[config.mk]
export PLATFORM = sky130hd
export DESIGN_NAME = melody_sequencer
export DESIGN_NICKNAME = d
export VERILOG_FILES = /design/src/rtl/melody_pkg.sv /design/src/rtl/melody_rom.sv /design/src/rtl/melody_sequencer.sv
export SDC_FILE = /design/constraint.sdc
export NUM_CORES = 1
export LEC_CHECK = 0
export ABC_AREA = 0
export CORE_ASPECT_RATIO = 0.9
export CORE_MARGIN = 1
export CORE_UTILIZATION = 35
export DETAILED_ROUTE_END_ITERATION = 6
export GPL_TIMING_DRIVEN = 0
export SLEW_MARGIN = 10
export SYNTH_ARGS = -nofsm -noshare
export SYNTH_HDL_FRONTEND = slang
export SYNTH_HIERARCHICAL = 1
export SYNTH_SLANG_ARGS = --single-unit
[constraint.sdc]
create_clock -name clk -period 2.53 [get_ports clk]
set_clock_uncertainty 0.1 [all_clocks]
set_input_delay 0.253 -clock clk [delete_from_list [all_inputs] [get_ports clk]]
set_output_delay 0.253 -clock clk [all_outputs]
set_load 0.01 [all_outputs]
[src/rtl/melody_pkg.sv]
// rtl/melody_pkg.sv - shared note codes, FSM states and ROM entry layout for melody_sequencer
package melody_pkg;

    typedef enum logic [2:0] {
        DO    = 3'd0,
        RE    = 3'd1,
        MI    = 3'd2,
        FA    = 3'd3,
        SOL   = 3'd4,
        LA    = 3'd5,
        TI    = 3'd6,
        DO_HI = 3'd7
    } note_t;

    typedef enum logic [1:0] {
        IDLE = 2'd0,
        NOTE = 2'd1,
        GAP  = 2'd2,
        DONE = 2'd3
    } state_t;

    localparam int REST_BIT = 7;
    localparam int NOTE_MSB = 6;
    localparam int NOTE_LSB = 4;
    localparam int DUR_MSB  = 3;
    localparam int DUR_LSB  = 0;

    localparam logic [3:0] END_MARK = 4'd0;

    function automatic logic [3:0] entry_dur(input logic [7:0] e);
        return e[DUR_MSB:DUR_LSB];
    endfunction

    function automatic logic [2:0] entry_note(input logic [7:0] e);
        return e[NOTE_MSB:NOTE_LSB];
    endfunction

    function automatic logic entry_rest(input logic [7:0] e);
        return e[REST_BIT];
    endfunction

endpackage

[src/rtl/melody_rom.sv]
// rtl/melody_rom.sv - combinational melody table; MELODY_LOOP_EN selects a full 16-entry looping tune
module melody_rom #(
    parameter int LEN = 16,
    parameter int AW  = 4
) (
    input  logic [AW-1:0] addr,
    output logic [7:0]    data
);
    import melody_pkg::*;

    always_comb begin
        data = {1'b0, DO, END_MARK};
        case (addr)
`ifdef MELODY_LOOP_EN
            AW'(0):  data = {1'b0, LA,    4'd1};
            AW'(1):  data = {1'b0, DO,    4'd1};
            AW'(2):  data = {1'b0, RE,    4'd1};
            AW'(3):  data = {1'b0, MI,    4'd1};
            AW'(4):  data = {1'b0, FA,    4'd1};
            AW'(5):  data = {1'b0, SOL,   4'd1};
            AW'(6):  data = {1'b0, LA,    4'd1};
            AW'(7):  data = {1'b0, TI,    4'd1};
            AW'(8):  data = {1'b0, DO_HI, 4'd1};
            AW'(9):  data = {1'b0, TI,    4'd1};
            AW'(10): data = {1'b0, LA,    4'd1};
            AW'(11): data = {1'b0, SOL,   4'd1};
            AW'(12): data = {1'b0, FA,    4'd1};
            AW'(13): data = {1'b0, MI,    4'd1};
            AW'(14): data = {1'b0, RE,    4'd1};
            AW'(15): data = {1'b0, DO,    4'd1};
`else
            AW'(0):  data = {1'b0, LA,    4'd3};
            AW'(1):  data = {1'b1, MI,    4'd1};
            AW'(2):  data = {1'b0, DO,    END_MARK};
            // Past the end marker; never reached while the marker is in place.
            AW'(3):  data = {1'b0, DO_HI, 4'd4};
`endif
            default: data = {1'b0, DO, END_MARK};
        endcase
    end

endmodule

[src/rtl/melody_sequencer.sv]
// rtl/melody_sequencer.sv - ROM-driven note sequencer for a piezo controller; MELODY_LOOP_EN enables looped playback
module melody_sequencer #(
    parameter int FRQ       = 1_000_000,
    parameter int TICK_HZ   = 100,
    parameter int LEN       = 16,
    parameter int GAP_TICKS = 2
) (
    input  logic                    clk,
    input  logic                    rst,
    input  logic                    start,
    input  logic                    stop,
    output logic [2:0]              octave,
    output logic                    nOn,
    output logic                    busy,
    output logic                    done,
    output logic [$clog2(LEN)-1:0]  step
);
    import melody_pkg::*;

    localparam int STEP_W = $clog2(LEN);
    localparam int CYC    = FRQ / TICK_HZ;
    localparam int PW     = (CYC > 1) ? $clog2(CYC) : 1;
    localparam int TMAX   = (GAP_TICKS > 15) ? GAP_TICKS : 15;
    localparam int TW     = $clog2(TMAX + 1);

    state_t          state;
    logic [PW-1:0]   presc;
    logic [TW-1:0]   ticks;
    logic [3:0]      dur;
    logic [7:0]      e0;
    logic [7:0]      en;
    logic [7:0]      load_e;
    logic [STEP_W-1:0] nxt_addr;
    logic            tick_end;
    logic            note_end;
    logic            gap_end;
    logic            melody_over;

    // Entry 0 is read on its own port so start and loop wrap never contend with the look-ahead.
    melody_rom #(.LEN(LEN), .AW(STEP_W)) u_rom0 (.addr('0),      .data(e0));
    melody_rom #(.LEN(LEN), .AW(STEP_W)) u_romn (.addr(nxt_addr), .data(en));

    assign nxt_addr    = step + STEP_W'(1);
    assign tick_end    = (presc == PW'(CYC - 1));
    assign note_end    = tick_end && (ticks == TW'(dur - 4'd1));
    assign gap_end     = tick_end && (ticks == TW'(GAP_TICKS - 1));
    assign melody_over = (step == STEP_W'(LEN - 1)) || (entry_dur(en) == END_MARK);
    assign load_e      = (state == IDLE || melody_over) ? e0 : en;

    always_ff @(posedge clk) begin
        if (rst) begin
            state  <= IDLE;
            step   <= '0;
            octave <= 3'd0;
            nOn    <= 1'b1;
            busy   <= 1'b0;
            done   <= 1'b0;
            presc  <= '0;
            ticks  <= '0;
            dur    <= 4'd0;
        end else begin
            done <= 1'b0;
            if (tick_end) begin
                presc <= '0;
                ticks <= ticks + TW'(1);
            end else begin
                presc <= presc + PW'(1);
            end

            if (stop) begin
                state <= IDLE;
                nOn   <= 1'b1;
                busy  <= 1'b0;
                presc <= '0;
                ticks <= '0;
            end else begin
                case (state)
                    IDLE: begin
                        presc <= '0;
                        ticks <= '0;
                        if (start) begin
                            step <= '0;
                            if (entry_dur(e0) == END_MARK) begin
                                state <= DONE;
                                done  <= 1'b1;
                                busy  <= 1'b0;
                            end else begin
                                state  <= NOTE;
                                busy   <= 1'b1;
                                octave <= entry_note(load_e);
                                nOn    <= entry_rest(load_e);
                                dur    <= entry_dur(load_e);
                            end
                        end
                    end
                    NOTE: begin
                        if (note_end) begin
                            state <= GAP;
                            nOn   <= 1'b1;
                            presc <= '0;
                            ticks <= '0;
                        end
                    end
                    GAP: begin
                        if (gap_end) begin
                            presc <= '0;
                            ticks <= '0;
                            if (melody_over) begin
`ifdef MELODY_LOOP_EN
                                done   <= 1'b1;
                                step   <= '0;
                                state  <= NOTE;
                                octave <= entry_note(load_e);
                                nOn    <= entry_rest(load_e);
                                dur    <= entry_dur(load_e);
`else
                                state <= DONE;
                                done  <= 1'b1;
                                busy  <= 1'b0;
`endif
                            end else begin
                                step   <= nxt_addr;
                                state  <= NOTE;
                                octave <= entry_note(load_e);
                                nOn    <= entry_rest(load_e);
                                dur    <= entry_dur(load_e);
                            end
                        end
                    end
                    DONE: begin
                        state <= IDLE;
                        presc <= '0;
                        ticks <= '0;
                    end
                    default: state <= IDLE;
                endcase
            end
        end
    end

endmodule

==> metrics.cfg <==
[logic_synthesis]
synth.area.mux_share_pct=6.084
postSynth.topFlopCell=dfxtp_1
synthArstFlopShare_pct=0
synth_compound_area_share_pct=9.759
syn_inst=228
synth_top_area_share_pct=34.47
synth.area.top_cells=dfxtp_1 (34%), nor2_1 (7.0%), mux2i_1 (6.1%)
synth_edf_count=0
synth.cell_area_um2=1974
synth_adder_area_share_pct=3.169
post_synth_xor_xnor_area_pct=11.53
ys_seq_elements=34
yosysWarnings=6
synth_seq_area_share_pct=34.47
synth_simple_gate_area_share_pct=29.09
synth_area_per_cell_um2=8.660
main_combinational_cell_family_by_area_after_synthesis=simple AND/OR/NAND/NOR gates
synth_top_area_cell=dfxtp_1
yosys.cell_types.count=46

[route]
antenna_violating_nets_post_route=0
totalWireLength_mm=4.024
route.detailed.vias_per_inst=4.831
vias=1633
detailedRoute.firstPassIterationCount=4
violation_count_after_the_first_detailed_route_iteration=57
drc_errors=0
routed_wire_length_per_instance_um=11.91

[clock_tree]
cts_root_buffer=clkbuf_8
cts-buffers-inserted=5
max-clock-path-buffers=2
cts_num_sinks=34
cts.clk_slew.worst_paths_ns=0.08
cts_tree=built
clk_latency_ns=0.29
cts-htree-levels=2

[sta]
hold_viol_final=0
finalSetupTns_ns=0
worst_slack_ns=0.1200
grt_setup_unrepaired=no
final-max-slew-violation-count=0
final-setup-viol-count=0
max_freq_mhz=414.9
final.min_clock_period_ns=2.410
share_of_the_clock_period_used_by_the_worst_path_after_layout_pct=95.26

[finish]
mostFrequentLayoutCells=nor2_1 (36), dfxtp_1 (31), conb_1 (21)
areaGrowthSynthToFinish_pct=26.30
finish.cell_count_without_fillers=338
final_net_count=279
insertedDiodeCount=0
most_common_cell_after_layout_fill_and_taps_aside=nor2_1
post_route_cells_drive_above_1_share_pct=15.50
postLayoutCellArea_um2=2494

[worst_setup_path]
critical_path.startpoint_type=flop
arrival_time_at_the_worst_endpoint_ns=2.52
critical_path.max_fanout=10
data_required_time_of_the_critical_path_ns=2.64
critical-path-top-delay-family=simple AND/OR/NAND/NOR gates
endpoint_kind=flop
worstSetupPathType=reg -> reg
slowest_stage=dfxtp_4
slowest_delay_ns=0.40
cp_num_buf_inv=1
timing.critical_path.cells=nand3_1, xnor2_2, nor4_1, or4_4, nand4_1, o21ai_4, buf_6, nor2_1, a211oi_2

[hold_path]
min-delay-path-class=reg -> reg

[global_route]
grt_pass1_vias=1484
grt_start_max_net_pins=13
track_usage_pct=14.74
overflow=0
grt_first_pass_wirelength_mm=6.686
antenna_found_initial=0

[job]
reported_max_cap_violation_count=0

[pwr]
total_power_mw=1.290
power.leakage_nw=0.8939
pwr_density_cell_nw_per_um2=517.3
irDropWorstVdd_mv=0.2707

[placement]
place.gp.congestion=0.7303
port_buffers=13
post_dp_cell_area_um2=2273
detailed_place_hpwl_mm=2.838
placedCellCount=326
dpl_worst_slack_ns=-0.1659

[floorplanning]
initial_utilization_pct=36.91
dieHeight_um=73.26
area_of_the_die_um2=5946
floorplan.die.width_um=81.17
top_level_ports=14
placement_row_count=25
placeableCoreArea_um2=5349

[status]
outcome=complete, no violations

## cell type report
type	instances	area [um2]
inverter	7	26.28
fill	527	2855
clock inverter	3	68.82
sequential	34	689.4
buffer	13	78.83
tap	67	83.83
clock buffer	5	68.82
timing repair buffer	17	160.2
multi-input combinational	192	1318
## cell usage after synthesis (all sizes together) (2+ instances only)
library cell	count
nand4	6
xnor2	13
nor3	8
nand3	9
clkbuf	6
conb	3
xor2	13
nor3b	4
o21ai	4
buf	6
or4	5
a211oi	9
nand2	11
or3	4
and3	4
nand2b	2
nor4	4
mux2i	12
ha	5
and2	5
a21oi	2
dfxtp	34
nor2	37
inv	7
nor2b	4
## path summary, 6_finish.rpt
check,from,end,slack (ns),cells after the start
setup / recovery,step[2]$_SDFFE_PP0P_,octave[0]$_SDFFE_PP0P_,0.12,9
hold / removal,presc[0]$_SDFF_PP0_,presc[0]$_SDFF_PP0_,0.35,1
setup reg to reg,step[2]$_SDFFE_PP0P_,octave[0]$_SDFFE_PP0P_,0.12,9
hold reg to reg,presc[0]$_SDFF_PP0_,presc[0]$_SDFF_PP0_,0.35,1
## kinds of logic (layout without fill, tap and decap cells)
kind of cell	after synthesis	in the layout
flip-flops	34	34
multiplexers	12	12
other	3	21
adder cells (fa/ha/maj)	5	5
AO/OA/AOI/OAI	21	21
XOR/XNOR	26	26
buffers and inverters	20	45
AND/OR/NAND/NOR	107	107
## registers in the layout, indices dropped and copies added (netlist names)
name and count:
state 2, presc 14, done 1, ticks 4, dur 4, octave 3, busy 1, nOn 1
step 4
## metal layers
metal  global-route usage, %  routed length, um  up-vias
li1                        -                  -      857
met1                   19.92               2063      748
met2                   22.60               1779       21
met3                   3.727                123        7
met4                   5.357                 57        0
met5                       0                  0        -
## worst reg2reg max path: cells and delay by family, from the launching register on
kind,cells,cell delay [ns]
simple gates,5,1.02
compound gates,2,0.45
xor+xnor,1,0.19
flops,1,0.40
buf+inv,1,0.18
## report_power, final
part | internal, mW | switching (mW) | leakage, nW
clock | 0.395 | 0.213 | 0.0683
sequential | 0.544 | 0.00835 | 0.277
combinational | 0.0622 | 0.0678 | 0.548
total | 1.00 | 0.289 | 0.894
## per-stage QoR
stage / utilization, % / hold WS [ns]
after floorplan: - / 0.2258
after global placement: 42.50 / 0.3331
after detailed placement: 42.50 / 0.3465
after CTS: 45.80 / 0.3613
after global routing: 46.62 / 0.3830
final: 46.62 / 0.3527
## timing repair
item,4_1_cts,5_1_grt
gates resized for setup,5,8
buffers inserted,4,0
endpoints found under the hold margin,0,0
pin swaps,2,1
hold buffers,0,0
setup endpoints to repair,13,13
Note: power is estimated with default switching activity, not from simulation.
